$ cat config.mk
export PLATFORM = sky130hd
export DESIGN_NAME = hazard_ctrl_flat
export DESIGN_NICKNAME = d
export VERILOG_FILES = /design/src/rtl/hazard_pkg.sv /design/src/rtl/hazard_ctrl_if.sv /design/src/rtl/hazard_match.sv /design/src/rtl/hazard_ctrl.sv /design/src/flat_wrapper.sv
export SDC_FILE = /design/constraint.sdc
export NUM_CORES = 1
export LEC_CHECK = 0
export BUFFER_PORTS_ARGS = -buffer_cell sky130_fd_sc_hd__clkbuf_2
export CAP_MARGIN = 20
export CELL_PAD_IN_SITES_DETAIL_PLACEMENT = 0
export CELL_PAD_IN_SITES_GLOBAL_PLACEMENT = 1
export CORE_MARGIN = 10
export CORE_UTILIZATION = 43
export CTS_CLUSTER_DIAMETER = 60
export DETAILED_ROUTE_END_ITERATION = 16
export PLACE_DENSITY = 0.94
export SLEW_MARGIN = 20
export SYNTH_ARGS = -nofsm -noshare
export SYNTH_HDL_FRONTEND = slang
export SYNTH_HIERARCHICAL = 1
export SYNTH_SLANG_ARGS = --single-unit
$ cat constraint.sdc
create_clock -name clock -period 4.46 [get_ports clock]
set_input_delay 0.669 -clock clock [delete_from_list [all_inputs] [get_ports clock]]
set_output_delay 0.669 -clock clock [all_outputs]
set_load 0.05 [all_outputs]
$ cat src/rtl/hazard_pkg.sv
// Shared types and encodings for the pipeline hazard controller.
// Tags describe the destination-register state of one in-flight instruction.
package hazard_pkg;

    localparam logic [1:0] FWD_RF  = 2'b00;
    localparam logic [1:0] FWD_MEM = 2'b10;
    localparam logic [1:0] FWD_WB  = 2'b01;

    localparam logic [4:0] REG_ZERO = 5'd0;

    typedef struct packed {
        logic       valid;
        logic [4:0] dst;
        logic       regWrite;
        logic       memToReg;
    } tag_t;

    localparam tag_t TAG_BUBBLE = '{default: '0};

    // The instruction now in E moves to M next cycle, so it outranks M (moving to W).
    function automatic logic [1:0] fwd_select(input logic match_in_e, input logic match_in_m);
        if (match_in_e)
            return FWD_MEM;
        else if (match_in_m)
            return FWD_WB;
        else
            return FWD_RF;
    endfunction

endpackage

$ cat src/rtl/hazard_ctrl_if.sv
// Decode-stage hazard inputs and pipeline control outputs of the hazard controller.
// master = CPU datapath side, slave = hazard_ctrl.
interface hazard_ctrl_if #(
    parameter int CNT_W = 16
);
    logic [4:0]       rsD;
    logic [4:0]       rtD;
    logic             useRsD;
    logic             useRtD;
    logic [4:0]       dstD;
    logic             regWriteD;
    logic             memToRegD;
    logic             branchD;
    logic             jrD;
    logic             jumpD;
    logic             pcSrcD;
    logic             overflowE;

    logic             stallF;
    logic             stallD;
    logic             flushD;
    logic             flushE;
    logic             forwardAD;
    logic             forwardBD;
    logic [1:0]       forwardAE;
    logic [1:0]       forwardBE;
    logic [CNT_W-1:0] stallCnt;
    logic [CNT_W-1:0] flushCnt;

    modport master (
        output rsD, rtD, useRsD, useRtD, dstD, regWriteD, memToRegD,
               branchD, jrD, jumpD, pcSrcD, overflowE,
        input  stallF, stallD, flushD, flushE, forwardAD, forwardBD,
               forwardAE, forwardBE, stallCnt, flushCnt
    );

    modport slave (
        input  rsD, rtD, useRsD, useRtD, dstD, regWriteD, memToRegD,
               branchD, jrD, jumpD, pcSrcD, overflowE,
        output stallF, stallD, flushD, flushE, forwardAD, forwardBD,
               forwardAE, forwardBE, stallCnt, flushCnt
    );

endinterface

$ cat src/rtl/hazard_match.sv
// Compares one pipeline tag against one decode-stage source register.
// load_match additionally flags that the matching producer is a load.
module hazard_match
    import hazard_pkg::*;
(
    input  tag_t       tag,
    input  logic [4:0] src,
    input  logic       use_src,
    output logic       match,
    output logic       load_match
);

    // Register 0 is hard-wired, so a write to it never creates a dependency.
    assign match = tag.valid && tag.regWrite && (tag.dst != REG_ZERO)
                   && (tag.dst == src) && use_src;

    assign load_match = match && tag.memToReg;

endmodule

$ cat src/rtl/hazard_ctrl.sv
// Hazard controller for the 5-stage MIPS pipeline: E/M/W tag pipeline, stall and
// flush generation, operand forwarding selects and saturating event counters.
module hazard_ctrl
    import hazard_pkg::*;
#(
    parameter int CNT_W = 16
) (
    input logic          clock,
    input logic          init,
    hazard_ctrl_if.slave hif
);

    localparam int STAGES = 3;
    localparam int ST_E   = 0;
    localparam int ST_M   = 1;

    tag_t             tag_pipe_reg [STAGES];
    tag_t             tag_d;
    logic [1:0][4:0]  src;
    logic [1:0]       use_flag;
    logic [1:0]       match_e;
    logic [1:0]       match_m;
    logic [1:0]       load_e;
    logic [1:0]       load_m;
    logic [1:0][1:0]  fwd_next;
    logic [1:0][1:0]  fwd_reg;
    logic             reads_rs_in_d;
    logic             load_use;
    logic             branch_haz;
    logic             stall;
    logic             flush_e;
    logic             flush_d;
    logic             redirect;
    logic [CNT_W-1:0] stall_cnt_reg;
    logic [CNT_W-1:0] flush_cnt_reg;

    // Index 0 = rs (operand A), index 1 = rt (operand B).
    assign src      = {hif.rtD, hif.rsD};
    assign use_flag = {hif.useRtD, hif.useRsD};
    assign tag_d    = '{valid: 1'b1, dst: hif.dstD, regWrite: hif.regWriteD,
                        memToReg: hif.memToRegD};

    genvar gi;
    generate
        for (gi = 0; gi < 2; gi++) begin : g_src
            hazard_match u_match_e (
                .tag        (tag_pipe_reg[ST_E]),
                .src        (src[gi]),
                .use_src    (use_flag[gi]),
                .match      (match_e[gi]),
                .load_match (load_e[gi])
            );
            hazard_match u_match_m (
                .tag        (tag_pipe_reg[ST_M]),
                .src        (src[gi]),
                .use_src    (use_flag[gi]),
                .match      (match_m[gi]),
                .load_match (load_m[gi])
            );
            assign fwd_next[gi] = flush_e ? FWD_RF : fwd_select(match_e[gi], match_m[gi]);
        end
    endgenerate

    // Branches compare both operands in D; jr only reads rs there.
    assign reads_rs_in_d = hif.branchD | hif.jrD;
    assign load_use      = |load_e;
    assign branch_haz    = (reads_rs_in_d & (match_e[0] | load_m[0]))
                         | (hif.branchD   & (match_e[1] | load_m[1]));

    assign stall    = load_use | branch_haz;
    assign flush_e  = stall | hif.overflowE;
    assign redirect = (hif.branchD & hif.pcSrcD) | hif.jumpD | hif.jrD;
    // A stalled redirect is dropped here and re-resolved once the operands are ready.
    assign flush_d  = (redirect & ~stall) | hif.overflowE;

    always_ff @(posedge clock or posedge init) begin
        if (init) begin
            for (int i = 0; i < STAGES; i++)
                tag_pipe_reg[i] <= TAG_BUBBLE;
        end else begin
            tag_pipe_reg[ST_E] <= flush_e ? TAG_BUBBLE : tag_d;
            for (int i = 1; i < STAGES; i++)
                tag_pipe_reg[i] <= tag_pipe_reg[i-1];
        end
    end

    always_ff @(posedge clock or posedge init) begin
        if (init) begin
            fwd_reg       <= '0;
            stall_cnt_reg <= '0;
            flush_cnt_reg <= '0;
        end else begin
            fwd_reg <= fwd_next;
            if (stall && (stall_cnt_reg != '1))
                stall_cnt_reg <= stall_cnt_reg + CNT_W'(1);
            if (flush_d && (flush_cnt_reg != '1))
                flush_cnt_reg <= flush_cnt_reg + CNT_W'(1);
        end
    end

    assign hif.stallF    = stall;
    assign hif.stallD    = stall;
    assign hif.flushE    = flush_e;
    assign hif.flushD    = flush_d;
    // ALUOutM is only usable in D when M is not a load.
    assign hif.forwardAD = match_m[0] & ~load_m[0];
    assign hif.forwardBD = match_m[1] & ~load_m[1];
    assign hif.forwardAE = fwd_reg[0];
    assign hif.forwardBE = fwd_reg[1];
    assign hif.stallCnt  = stall_cnt_reg;
    assign hif.flushCnt  = flush_cnt_reg;

endmodule

$ cat src/flat_wrapper.sv
// flat-port wrapper written by rule: the top's interface ports become plain ports
module hazard_ctrl_flat import hazard_pkg::*;
#(
    parameter int CNT_W = 16
)
  (clock, init, hif_rsD, hif_rtD, hif_useRsD, hif_useRtD, hif_dstD, hif_regWriteD, hif_memToRegD, hif_branchD, hif_jrD, hif_jumpD, hif_pcSrcD, hif_overflowE, hif_stallF, hif_stallD, hif_flushD, hif_flushE, hif_forwardAD, hif_forwardBD, hif_forwardAE, hif_forwardBE, hif_stallCnt, hif_flushCnt);
  hazard_ctrl_if #(.CNT_W(CNT_W)) hif_i ();
  input logic clock;
  input logic init;
  input wire logic [$bits(hif_i.rsD)-1:0] hif_rsD;
  input wire logic [$bits(hif_i.rtD)-1:0] hif_rtD;
  input wire logic [$bits(hif_i.useRsD)-1:0] hif_useRsD;
  input wire logic [$bits(hif_i.useRtD)-1:0] hif_useRtD;
  input wire logic [$bits(hif_i.dstD)-1:0] hif_dstD;
  input wire logic [$bits(hif_i.regWriteD)-1:0] hif_regWriteD;
  input wire logic [$bits(hif_i.memToRegD)-1:0] hif_memToRegD;
  input wire logic [$bits(hif_i.branchD)-1:0] hif_branchD;
  input wire logic [$bits(hif_i.jrD)-1:0] hif_jrD;
  input wire logic [$bits(hif_i.jumpD)-1:0] hif_jumpD;
  input wire logic [$bits(hif_i.pcSrcD)-1:0] hif_pcSrcD;
  input wire logic [$bits(hif_i.overflowE)-1:0] hif_overflowE;
  output wire logic [$bits(hif_i.stallF)-1:0] hif_stallF;
  output wire logic [$bits(hif_i.stallD)-1:0] hif_stallD;
  output wire logic [$bits(hif_i.flushD)-1:0] hif_flushD;
  output wire logic [$bits(hif_i.flushE)-1:0] hif_flushE;
  output wire logic [$bits(hif_i.forwardAD)-1:0] hif_forwardAD;
  output wire logic [$bits(hif_i.forwardBD)-1:0] hif_forwardBD;
  output wire logic [$bits(hif_i.forwardAE)-1:0] hif_forwardAE;
  output wire logic [$bits(hif_i.forwardBE)-1:0] hif_forwardBE;
  output wire logic [$bits(hif_i.stallCnt)-1:0] hif_stallCnt;
  output wire logic [$bits(hif_i.flushCnt)-1:0] hif_flushCnt;
  assign hif_i.rsD = hif_rsD;
  assign hif_i.rtD = hif_rtD;
  assign hif_i.useRsD = hif_useRsD;
  assign hif_i.useRtD = hif_useRtD;
  assign hif_i.dstD = hif_dstD;
  assign hif_i.regWriteD = hif_regWriteD;
  assign hif_i.memToRegD = hif_memToRegD;
  assign hif_i.branchD = hif_branchD;
  assign hif_i.jrD = hif_jrD;
  assign hif_i.jumpD = hif_jumpD;
  assign hif_i.pcSrcD = hif_pcSrcD;
  assign hif_i.overflowE = hif_overflowE;
  assign hif_stallF = hif_i.stallF;
  assign hif_stallD = hif_i.stallD;
  assign hif_flushD = hif_i.flushD;
  assign hif_flushE = hif_i.flushE;
  assign hif_forwardAD = hif_i.forwardAD;
  assign hif_forwardBD = hif_i.forwardBD;
  assign hif_forwardAE = hif_i.forwardAE;
  assign hif_forwardBE = hif_i.forwardBE;
  assign hif_stallCnt = hif_i.stallCnt;
  assign hif_flushCnt = hif_i.flushCnt;
  hazard_ctrl #(.CNT_W(CNT_W)) u_core (.clock(clock), .init(init), .hif(hif_i));
endmodule
==> flow_summary.yaml, run 1 <==
timing:
  max-slew-margin-rel: 0.4048
  setup_violations: 0
  timing.fmax_ghz: 0.2627
  tightest_slew_ns: 0.8927
  rsz0062_at_grt: "false"
  min_period_ns: 3.807
  finalClockSkew_ns: 0.01325
  setup_tns_ns: 0
  period_share: 0.8536
  drv_slew: 0
  timing.final.hold_violations: 0
power_and_ir_drop:
  total_power_w: 0.001313
  irDropWorstVdd_mv: 0.3580
  powerDensity_nw_per_um2: 425.6
  leakage_nw: 1.438
critical_path:
  path_buf_inv: 2
  start_kind: "register"
  slowest_delay_ns: 0.56
  rr_worst_depth: 8
  reg2reg_to: "u_core/hif.flushCnt[7]"
  critPathSlowestCell: "or4_1"
  endpoint_kind: "output port"
  crit_required_ns: 3.79
  rr_startpoint: "u_core/tag_pipe_reg[22]"
  path_cells: "or4_1, o211ai_2, nor4_1, o41ai_4, nand3_1, nor2_1, inv_1, clkbuf_2"
  worstSetupPathDepth: 8
  critPathMaxFanout: 11
  crit_arrival_ns: 3.14
  worst-r2r-setup-slack_ns: 1.27
  critPathKind: "register to output port"
  path_delay_family: "simple AND/OR/NAND/NOR gates"
  crit_start: "u_core/tag_pipe_reg[21]"
  crit_path_end: "hif_flushE"
floorplanning:
  die_x_microns: 97.65
  core.rowCount: 28
  die-area_sq_um: 9535
  die_y_microns: 97.65
  ios: 68
  core_area_sq_um: 5886
  initial_utilization: 0.4405
finish:
  final_cells: 387
  antenna_cells: 0
  nFillCells: 551
  drive_above_1_share: 0.2949
  synthToLayoutAreaGrowth_pct: 18.97
  final_area_sq_um: 3084
  final_nets: 340
detailed_routing:
  viasPerCell: 5.264
  wire_per_inst_microns: 15.75
  route.detailed.drc: 0
  vias: 2037
  ant_nets: 0
  wl_microns: 6094
  drt_iter0_markers: 70
  dr.pass1.iters: 4
cts:
  numCtsBuffers: 5
  cts.sinks: 52
  cts_resized: 0
  clk_latency_ns: 0.30
  cts_root_buffer: "clkbuf_8"
  cts_tree: "built"
  clk_path_buf_depth: 2
  clk_pin_slew_ns: 0.09
  cts_setup_buffers: 0
  htreeDepth: 2
  ctsHoldBuffers: 0
grt:
  grt_pass1_vias: 2120
  grt_max_degree: 53
  grt_overflow: 0
  antenna_found_initial: 0
  grt_pass1_wl_microns: 10350
  grt_use_total: 0.1281
place:
  io_buffer_count: 67
  place_congestion: 0.8438
  place_area_sq_um: 3002
  dp_hpwl_microns: 4736
  placed_cells: 380
synth:
  synth_top_area_frac: 0.5019
  synth_edf_count: 0
  synth.distinct_cells: 39
  synthFlopType: "dfrtp_1"
  synthTopCellsByArea: "dfrtp_1 (50%), xnor2_1 (8.8%), xor2_1 (7.1%)"
  avgSynthCellArea_sq_um: 10.76
  synth_seq_area_share: 0.5019
  synthArstFlopShare: 1.000
  synth_area_sq_um: 2592
  synth_top_area_cell: "dfrtp_1"
  synth.ff_latch_count: 52
  syn_inst: 241
  synth.net_count: 269
  yosys_warnings: 6
outcome:
  status: "completed"
run:
  drv_cap: 0
min_path:
  hold_path_class: "register to register"
[power by group]
part	internal [W]	switching [W]
Combinational	0.000117	0.000326
Clock	0.000106	0.000146
Sequential	0.000536	0.0000806
[final cells by class]
class	instances	area, sq um	share of cell area
Sequential cell	52	1301	0.4219
Multi-Input combinational cell	176	1230	0.3988
Timing Repair Buffer	68	342.8	0.1112
Tap cell	75	93.84	0.03043
Clock buffer	5	68.82	0.02231
Inverter	9	35.03	0.01136
Clock inverter	2	12.51	0.004057
[routing by layer]
layer / share of wire / global-route usage / vias to the layer above
li1: - / - / 971
met1: 0.42 / 0.1466 / 1000
met3: 0.046 / 0.03058 / 7
met5: 0 / 0 / -
met4: 0.014 / 0.04027 / 0
met2: 0.52 / 0.2279 / 59
[worst min-delay path by stage]
stage	endpoint	depth (start not counted)	slack (ns)	startpoint
global route	u_core/tag_pipe_reg[8]	0	0.42	u_core/tag_pipe_reg[16]
CTS	u_core/tag_pipe_reg[8]	0	0.41	u_core/tag_pipe_reg[16]
global placement	u_core/tag_pipe_reg[8]	0	0.39	u_core/tag_pipe_reg[16]
finish	u_core/tag_pipe_reg[8]	0	0.40	u_core/tag_pipe_reg[16]
floorplan	u_core/tag_pipe_reg[8]	0	0.37	u_core/tag_pipe_reg[16]
detailed placement	u_core/tag_pipe_reg[8]	0	0.39	u_core/tag_pipe_reg[16]
[stage by stage]
step | setup slack [ns] | utilization | hold slack, ns
6_report | 0.6530 | 0.5240 | 0.4035
5_1_grt | 0.3748 | 0.5240 | 0.4197
4_1_cts | 0.6288 | 0.5238 | 0.4093
3_5_place_dp | 0.6541 | 0.5100 | 0.3884
3_3_place_gp | 0.7486 | 0.5100 | 0.3891
2_1_floorplan | 0.9351 | - | 0.3740
[cells by family after synthesis]
group / Yosys count / synth area share
simple gates: 112 / 0.2418
flops: 52 / 0.5019
xor+xnor: 47 / 0.1588
buf+inv: 13 / 0.02365
compound gates: 12 / 0.05116
mux: 3 / 0.01303
fa+ha+maj: 2 / 0.009651
[cells in the mapped netlist (all sizes together), types with 3 or more instances]
| cell type | instances |
|---|---|
| buf | 3 |
| o211ai | 4 |
| nand3 | 16 |
| nand4 | 10 |
| inv | 9 |
| xor2 | 21 |
| nor4 | 12 |
| mux2 | 3 |
| xnor2 | 26 |
| nor2 | 18 |
| or4 | 4 |
| nor3 | 9 |
| nand2 | 21 |
| dfrtp | 52 |
| and2 | 9 |
[cells in the final DEF, fill, tap and decap left out, drive strengths merged, types with 2 or more instances in the layout]
cell    instances
a31oi           2
and2            9
and3            2
clkbuf         72
clkinv          2
dfrtp          52
ha              2
inv             8
mux2            3
nand2          21
nand3          16
nand4          10
nor2           18
nor3            9
nor3b           2
nor4           12
o211ai          4
or2             2
or3             2
or4             4
xnor2          26
xor2           21
Note: power is estimated with default switching activity, not from simulation.
==> run 2: changes to the inputs <==
==> constraint.sdc (replaced) <==
create_clock -name clock -period 4.46 [get_ports clock]
set_input_delay 0.669 -clock clock [delete_from_list [all_inputs] [get_ports clock]]
set_output_delay 0.669 -clock clock [all_outputs]
set_load 0.1 [all_outputs]
==> run 2 against run 1 <==
Compared with the run above: via count decreased by 1.8%; utilization decreased by 0.064 points; clock power about the same; sequential power about the same; clock skew decreased by 0.0088 ns; final area decreased by 0.12%; wire length decreased by 1.0%; global-route usage decreased by 0.13 points; hold slack improved by 0.0089 ns; non-clock buffer count unchanged; worst setup slack got worse by 0.15 ns; highest routed layer unchanged; combinational power increased by 51%.
==> flow_summary.yaml, run 2 (same netlist as run 1, synthesis figures left out) <==
outcome:
  status: "completed"
power_and_ir_drop:
  leakage_nw: 1.439
  p_sw_frac: 0.5047
  irDropWorstVdd_mv: 0.7849
  p_clk_frac: 0.163
  internal_power_w: 0.0007603
  comb_power_share: 0.435
  powerDensity_nw_per_um2: 498.3
  power_frac_seq: 0.402
  switching_power_w: 0.0007746
grt:
  antenna_found_initial: 0
  grt_overflow: 0
  grt_use_total: 0.1268
  grt_pass1_vias: 2053
  grt_pass1_wl_microns: 10110
  grt_max_degree: 53
detailed_routing:
  met3_length_microns: 245
  wl_microns: 6031
  drt_iter0_markers: 32
  met1_length_microns: 2578
  highest_layer: "met4"
  wl_met2_microns: 3087
  dr.pass1.iters: 4
  wire_per_inst_microns: 15.58
  vias: 2001
  viasPerCell: 5.171
  route.detailed.drc: 0
  ant_nets: 0
floorplanning:
  initial_utilization: 0.4405
  core.rowCount: 28
  die_y_microns: 97.65
  core_area_sq_um: 5886
  die-area_sq_um: 9535
  ios: 68
  die_x_microns: 97.65
run:
  drv_cap: 0
cts:
  numCtsBuffers: 5
  htreeDepth: 2
  cts_root_buffer: "clkbuf_8"
  clk_pin_slew_ns: 0.08
  cts_setup_buffers: 0
  cts.sinks: 52
  cts_tree: "built"
  clk_path_buf_depth: 2
  cts_resized: 0
  clk_latency_ns: 0.29
  ctsHoldBuffers: 0
timing:
  period_share: 0.8869
  tightest_slew_ns: 0.8860
  rsz0062_at_grt: "false"
  finalClockSkew_ns: 0.004399
  setup_violations: 0
  timing.fmax_ghz: 0.2528
  min_period_ns: 3.956
  drv_slew: 0
  max-slew-margin-rel: 0.4086
  timing.final.hold_violations: 0
  setup_tns_ns: 0
critical_path:
  path_buf_inv: 2
  path_cells: "or4_1, o211ai_2, nor4_1, o41ai_4, nand3_1, nor2_1, inv_1, clkbuf_2"
  crit_arrival_ns: 3.29
  critPathSlowestCell: "or4_1"
  start_kind: "register"
  critPathKind: "register to output port"
  slowest_delay_ns: 0.58
  path_delay_family: "simple AND/OR/NAND/NOR gates"
  critPathMaxFanout: 11
  crit_required_ns: 3.79
  endpoint_kind: "output port"
place:
  dp_hpwl_microns: 4762
  io_buffer_count: 67
  place_congestion: 0.8720
  place_area_sq_um: 3002
finish:
  final_area_sq_um: 3080
  synthToLayoutAreaGrowth_pct: 18.82
  antenna_cells: 0
  drive_above_1_share: 0.2917
  final_cell_mix: "clkbuf_2 (67), dfrtp_1 (52), xnor2_1 (26)"
  final_nets: 340
  layout_commonest_cell: "clkbuf_2"
min_path:
  hold_path_class: "register to register"
==> run 2: cell types whose count changed in the layout (fill, tap and decap cells not counted), sizes merged <==
cell / previous run / this run
clkinvlp: 1 / 0
clkbuf: 72 / 73
==> run 2: worst paths after layout <==
check / start / end / slack, ns / cells after the start
setup / recovery: u_core/tag_pipe_reg[21] / hif_flushE / 0.50 / 8
hold / removal: u_core/tag_pipe_reg[16] / u_core/tag_pipe_reg[8] / 0.41 / 0
setup reg to reg: u_core/tag_pipe_reg[22] / u_core/hif.flushCnt[7] / 1.32 / 8
hold reg to reg: u_core/tag_pipe_reg[16] / u_core/tag_pipe_reg[8] / 0.41 / 0
max in group asynchronous: init / u_core/tag_pipe_reg[10] / 3.43 / 2
min in group asynchronous: init / u_core/hif.stallCnt[5] / 0.51 / 2
==> run 2: stage by stage <==
stage,total power (W),hold slack [ns],setup slack [ns],cells,util
after floorplan,0.001170,0.3740,0.3102,241,-
after global placement,0.001285,0.3990,0.6171,380,0.5100
after detailed placement,0.001299,0.3972,0.5233,380,0.5100
after CTS,0.001547,0.4167,0.4837,387,0.5232
after global routing,0.001609,0.4389,0.2778,387,0.5234
final,0.001535,0.4123,0.5042,387,0.5234
==> run 2: cell type report <==
| type | count | area (sq um) |
|---|---|---|
| clock buffer | 6 | 72.57 |
| clock inverter | 1 | 5.005 |
| fill | 548 | 2805 |
| inverter | 9 | 35.03 |
| multi-input combinational | 176 | 1230 |
| sequential | 52 | 1301 |
| tap | 75 | 93.84 |
| timing repair buffer | 68 | 342.8 |
==> run 2: power groups by stage <==
stage               sequential (W)  clock [W]  combinational, W
floorplan                  0.00102          0          0.000149
global placement          0.000622          0          0.000663
detailed placement        0.000626          0          0.000673
CTS                       0.000617   0.000257          0.000674
global route              0.000631   0.000278          0.000699
finish                    0.000618   0.000250          0.000667
==> run 2: routing by layer <==
layer  GRT usage  vias to the layer above
li1            -                      979
met1      0.1445                      974
met2      0.2213                       40
met3     0.03272                        8
met4     0.04698                        0
met5           0                        -
